File: config.mk
export PLATFORM = sky130hd
export DESIGN_NAME = full_adder_4bit_sync
export DESIGN_NICKNAME = d
export VERILOG_FILES = /design/src/rtl/full_adder_4bit_sync.sv
export SDC_FILE = /design/constraint.sdc
export NUM_CORES = 1
export LEC_CHECK = 0
export CAP_MARGIN = 5
export CORE_AREA = 2 2 39 41
export DETAILED_ROUTE_END_ITERATION = 6
export DIE_AREA = 0 0 41 43
export GPL_TIMING_DRIVEN = 1
export PLACE_DENSITY = 0.71
export SKIP_CTS_REPAIR_TIMING = 1
export SYNTH_ARGS = -nofsm -noshare
export SYNTH_HDL_FRONTEND = slang
export SYNTH_SLANG_ARGS = --single-unit
File: constraint.sdc
create_clock -name clk -period 3.3 [get_ports clk]
set_clock_uncertainty 0.2 [all_clocks]
set_input_delay 0.66 -clock clk [delete_from_list [all_inputs] [get_ports clk]]
set_output_delay 0.66 -clock clk [all_outputs]
set_load 0.005 [all_outputs]
File: src/rtl/full_adder_4bit_sync.sv
// Registered 4-bit ripple-carry adder with carry, signed-overflow and zero flags.
// A result is presented one clock after its operands, qualified by out_valid.

module full_adder_cell (
  input  logic a,
  input  logic b,
  input  logic cin,
  output logic sum_c,
  output logic cout_c
);

  // One bit of the ripple chain
  always_comb begin
    sum_c  = a ^ b ^ cin;
    cout_c = (a & b) | (cin & (a ^ b));
  end

endmodule

module full_adder_4bit_sync (
  input  logic       clk,
  input  logic       rst,
  input  logic       in_valid,
  input  logic [3:0] a,
  input  logic [3:0] b,
  input  logic       c_in,
  output logic [3:0] sum,
  output logic       c_out,
  output logic       overflow,
  output logic       zero,
  output logic       out_valid
);

  localparam int unsigned W = 4;

  logic [W:0]   carry;
  logic [W-1:0] sum_next;

  assign carry[0] = c_in;

  for (genvar i = 0; i < W; i++) begin : g_cell
    full_adder_cell u_cell (
      .a      (a[i]),
      .b      (b[i]),
      .cin    (carry[i]),
      .sum_c  (sum_next[i]),
      .cout_c (carry[i+1])
    );
  end

  // Result flags update only on accepted operands; out_valid tracks in_valid
  always_ff @(posedge clk) begin
    if (rst) begin
      sum       <= '0;
      c_out     <= 1'b0;
      overflow  <= 1'b0;
      zero      <= 1'b0;
      out_valid <= 1'b0;
    end else begin
      out_valid <= in_valid;
      if (in_valid) begin
        sum      <= sum_next;
        c_out    <= carry[W];
        overflow <= carry[W-1] ^ carry[W];
        zero     <= ~|sum_next;
      end
    end
  end

endmodule

---- After elaboration in Yosys (flattened, before gate mapping) ----
Index checks and enable logic that the tools add are counted.
storage, ports and cells
  bits in registers ....................... 8
  input port bits ......................... 12
operators by class
  bitwise logic cells ..................... 21
  reductions and logical operators ........ 2
operator list
  operator            number
  bitwise XOR 1 bit   9
  bitwise AND 1 bit   8
  OR 1 bit            4
  OR reduction 4 bit  1
  logical NOT 1 bit   1

---- Depth between registers and ports, before layout ----
Gate-level depths: netlist of run 1.
  depth after elaboration ................. 10
  gate-level depth with buffers ........... 7
  mapped depth without buffers ............ 7

---- Modules after synthesis ----
Synthesis of run 1 repeated with hierarchy kept, for this count alone.
unflattened totals
  cell total of the unflattened synthesis .. 31
  area, all modules ....................... 387.9 um^2
modules (own cells, without submodules)
  module                times used  cells each  area each (um^2)
  full_adder_4bit_sync  1           27          307.8
  full_adder_cell       4           1           20.0

---- Least setup slack after synthesis of run 1 ----
No wires, ideal clock.
  kind .................................... input -> register
  start ................................... in a[0]
  end ..................................... reg zero
  library setup time ...................... 127 ps
  data arrival time ....................... 2,602 ps
  required time ........................... 2,973 ps
  setup slack ............................. 371 ps
  stages .................................. 7
  path through ............................ fa_1 > fa_1 > fa_1 > inv_1 > fa_1 > or4b_4 > o22ai_2
between the ends
  cells in the longest elaborated chain, start to end .. 10
ends and longest elaborated chain
  what                    RTL line  source
  start, declared         24        input logic [3:0] a,
  bitwise XOR 1 bit       14, 15
  bitwise AND 1 bit       15        cout_c = (a & b) | (cin & (a ^ b));
  OR 1 bit                15
  bitwise AND 1 bit       15
  OR 1 bit                15
  bitwise AND 1 bit       15
  OR 1 bit                15
  bitwise XOR 1 bit       14        sum_c = a ^ b ^ cin;
  OR reduction 4 bit (*)  65        zero <= ~|sum_next;
  logical NOT 1 bit (*)   65
  end signal, assigned    65
  end, declared           30        output logic zero,
Every way passes the cells marked *; elsewhere a longest branch is shown, timed or not.
A chain may end at the register's enable or synchronous reset.

---- Final worst setup path of run 1 ----
Same ends and word-level chain as after synthesis.

==> flow_summary.yaml, run 1 <==
clock_network:
  tritoncts: "built"
  clock-root-buffer: "clkbuf_4"
  htree_levels: 1
  cts.reportedPaths.clkPinSlew_ps: 50
  clk_latency_ps: 240
  numCtsBuffers: 3
  cts_buffer_depth: 2
  cts_num_sinks: 8
global_routing:
  antenna_found_initial: 0
  overflow: 0
  grt_usage_pct: 10.0
  grt_pass1_wl_mm: 1.17
  grt_max_degree: 11
  grt_pass1_vias: 286
synthesis:
  post-synth-top-area-cell: "dfxtp_1"
  synthCells: 35
  muxShareOfSynthArea_pct: 7.74
  ys_ff_latch: 8
  synth_top_area_share_pct: 41.3
  yosysWarnings: 0
  synth_top_family_by_area: "adder cells"
  async_flop_share_pct: 0
  synth.top_cells.by_count: "8 x dfxtp_1, 5 x nor2_1, 4 x fa_1, 4 x inv_1"
  syn-num-nets: 51
  syn-mean-instance-area_sq_um: 11.1
  seq_area_frac_synth_pct: 41.3
  synth-main-ff-cell: "dfxtp_1"
  synth.area.top_cells: "dfxtp_1 41%, fa_1 21%, mux2i_1 7.7%"
  ys_types: 13
  synthAdderAreaFrac_pct: 20.6
  yosysMostFrequentCell: "dfxtp_1"
  synth-edff-count: 0
  synth_xor_area_share_pct: 2.26
  synth_compound_area_share_pct: 8.71
  synth-simple-area-share_pct: 13.2
  mappedNetlistArea_sq_um: 388
cells_and_area:
  layout-drive-gt1-share_pct: 10.7
  area_growth_pct: 59.7
  instances_no_fill: 72
  post-route-util_pct: 44.8
  antenna_cells: 0
  nNetsFinal: 74
pwr:
  leakagePower_nw: 0.255
  total_power_uw: 247
  powerDensity_mw_per_mm2: 400
  ir_drop_uv: 234
run:
  drv_cap: 0
floorplan:
  dieArea_sq_mm: 0.00176
  rows: 14
  io_pins: 20
  core-area_sq_mm: 0.00138
  die_w_microns: 41
  die_y_microns: 43
  start_util_pct: 28.0
timing:
  period_share_pct: 95.1
  tightest_slew_ps: 409
  finalHoldViolations: 0
  finalSetupViolations: 0
  rsz0062_at_grt: "false"
  tns_ps: 0
  slew_viol_final: 0
  finalWorstSetupSlack_ps: 161
  fmax_mhz: 319
  maxSlewHeadroom_pct: 72.7
  finalCriticalPeriod_ps: 3140
critical_path:
  cp_data_required_time_ps: 3230
  startpoint_type: "primary input"
  path_delay_family: "adder cells"
  slowest_stage: "fa_1"
  crit_path_end_kind: "register"
  critPathMostFrequentCell: "fa_1"
  crit_fanout: 2
  arrival_ps: 3070
  cp.buffers_inverters: 2
  critPathKind: "primary input to register"
  crit_chain: "clkdlybuf4s50_1 -> fa_1 -> fa_1 -> fa_1 -> inv_1 -> fa_1 -> or4b_4 -> o22ai_2"
  cpPeakStageDelay_ps: 440
drt:
  drt-total-wl_microns: 694
  firstDrtPassIters: 4
  drc: 0
  drtAntennaViolNets: 0
  wl_per_cell_microns: 9.64
  drt_iter0_markers: 1
  vias_per_cell: 4.18
  via_count: 301
placed_design:
  gp_congestion: 0.686
  port-buffer-count: 19
  place_hpwl_microns: 569
  dp_slack_ps: -122
  dp_cells: 69
hold_path:
  holdCritPathClass: "register to register"
run_status:
  outcome: "completed"
==> registers in the layout (all words and copies together), names as in the netlist <==
signal	flops
c_out	1
zero	1
out_valid	1
sum	4
overflow	1
==> per-layer routing <==
layer,wire [microns],vias to the layer above,GRT usage [%]
li1,-,157,-
met1,302,128,14.2
met2,329,16,12.8
met3,62,0,4.71
met4,0,0,4.00
met5,0,-,0
==> per-stage QoR <==
| step | hold slack [ps] | instance area (sq um) |
|---|---|---|
| 3_5_place_dp | 276 | 597 |
| 5_1_grt | 316 | 619 |
| 3_3_place_gp | 272 | 597 |
| 4_1_cts | 280 | 619 |
| 2_1_floorplan | 272 | 388 |
| 6_report | 278 | 619 |
==> worst paths after layout <==
| check | start | to | slack, ps | cells past startpoint |
|---|---|---|---|---|
| worst max-delay path | a[0] | zero | 160 | 8 |
| worst min-delay path | c_out | c_out | 280 | 2 |
| worst max register to register | c_out | c_out | 2480 | 2 |
| worst min register to register | c_out | c_out | 280 | 2 |
==> report_power, final <==
part	internal, mW	switching (mW)
logic	0.0424	0.0234
clock network	0.0415	0.0312
registers	0.105	0.00391
total	0.189	0.0585
==> worst register-to-register path: cells and delay by family, from the launching register on <==
kind             cells  cell delay [ps]
AND/OR/NAND/NOR      1               40
AO/OA/AOI/OAI        1              170
flip-flops           1              320
==> cell type report <==
class                      count  area (sq um)
fill                         143           764
clock buffer                   3          22.5
inverter                       4          15.0
tap                           16          20.0
timing repair buffer          20           198
multi-input combinational     21           204
sequential                     8           160
==> logic make-up after synthesis <==
family	count (synthesis)
multiplexers	3
XOR/XNOR	1
buffers and inverters	6
adder cells (fa/ha/maj)	4
AND/OR/NAND/NOR	9
AO/OA/AOI/OAI	4
flip-flops	8
==> layout by cell type, fill, tap and decap left out <==
cell / Yosys / routed
clkdlybuf4s50_1: 0 / 19
dfxtp_1: 8 / 8
nor2_1: 5 / 5
inv_1: 4 / 4
fa_1: 4 / 4
nand2b_1: 3 / 3
mux2i_1: 3 / 3
clkbuf_4: 0 / 3
a211oi_1: 2 / 2
xor2_1: 1 / 1
o22ai_1: 1 / 1
or4b_4: 1 / 1
o22ai_2: 1 / 1
buf_4: 0 / 1
Power figures use the tool's default switching activity.
==> run 2: changes to the inputs <==
Settings changed: ABC_CLOCK_PERIOD_IN_PS set to 3300.
==> results of run 2 <==
The final DEF is identical to that of run 1; final timing and power are the same.
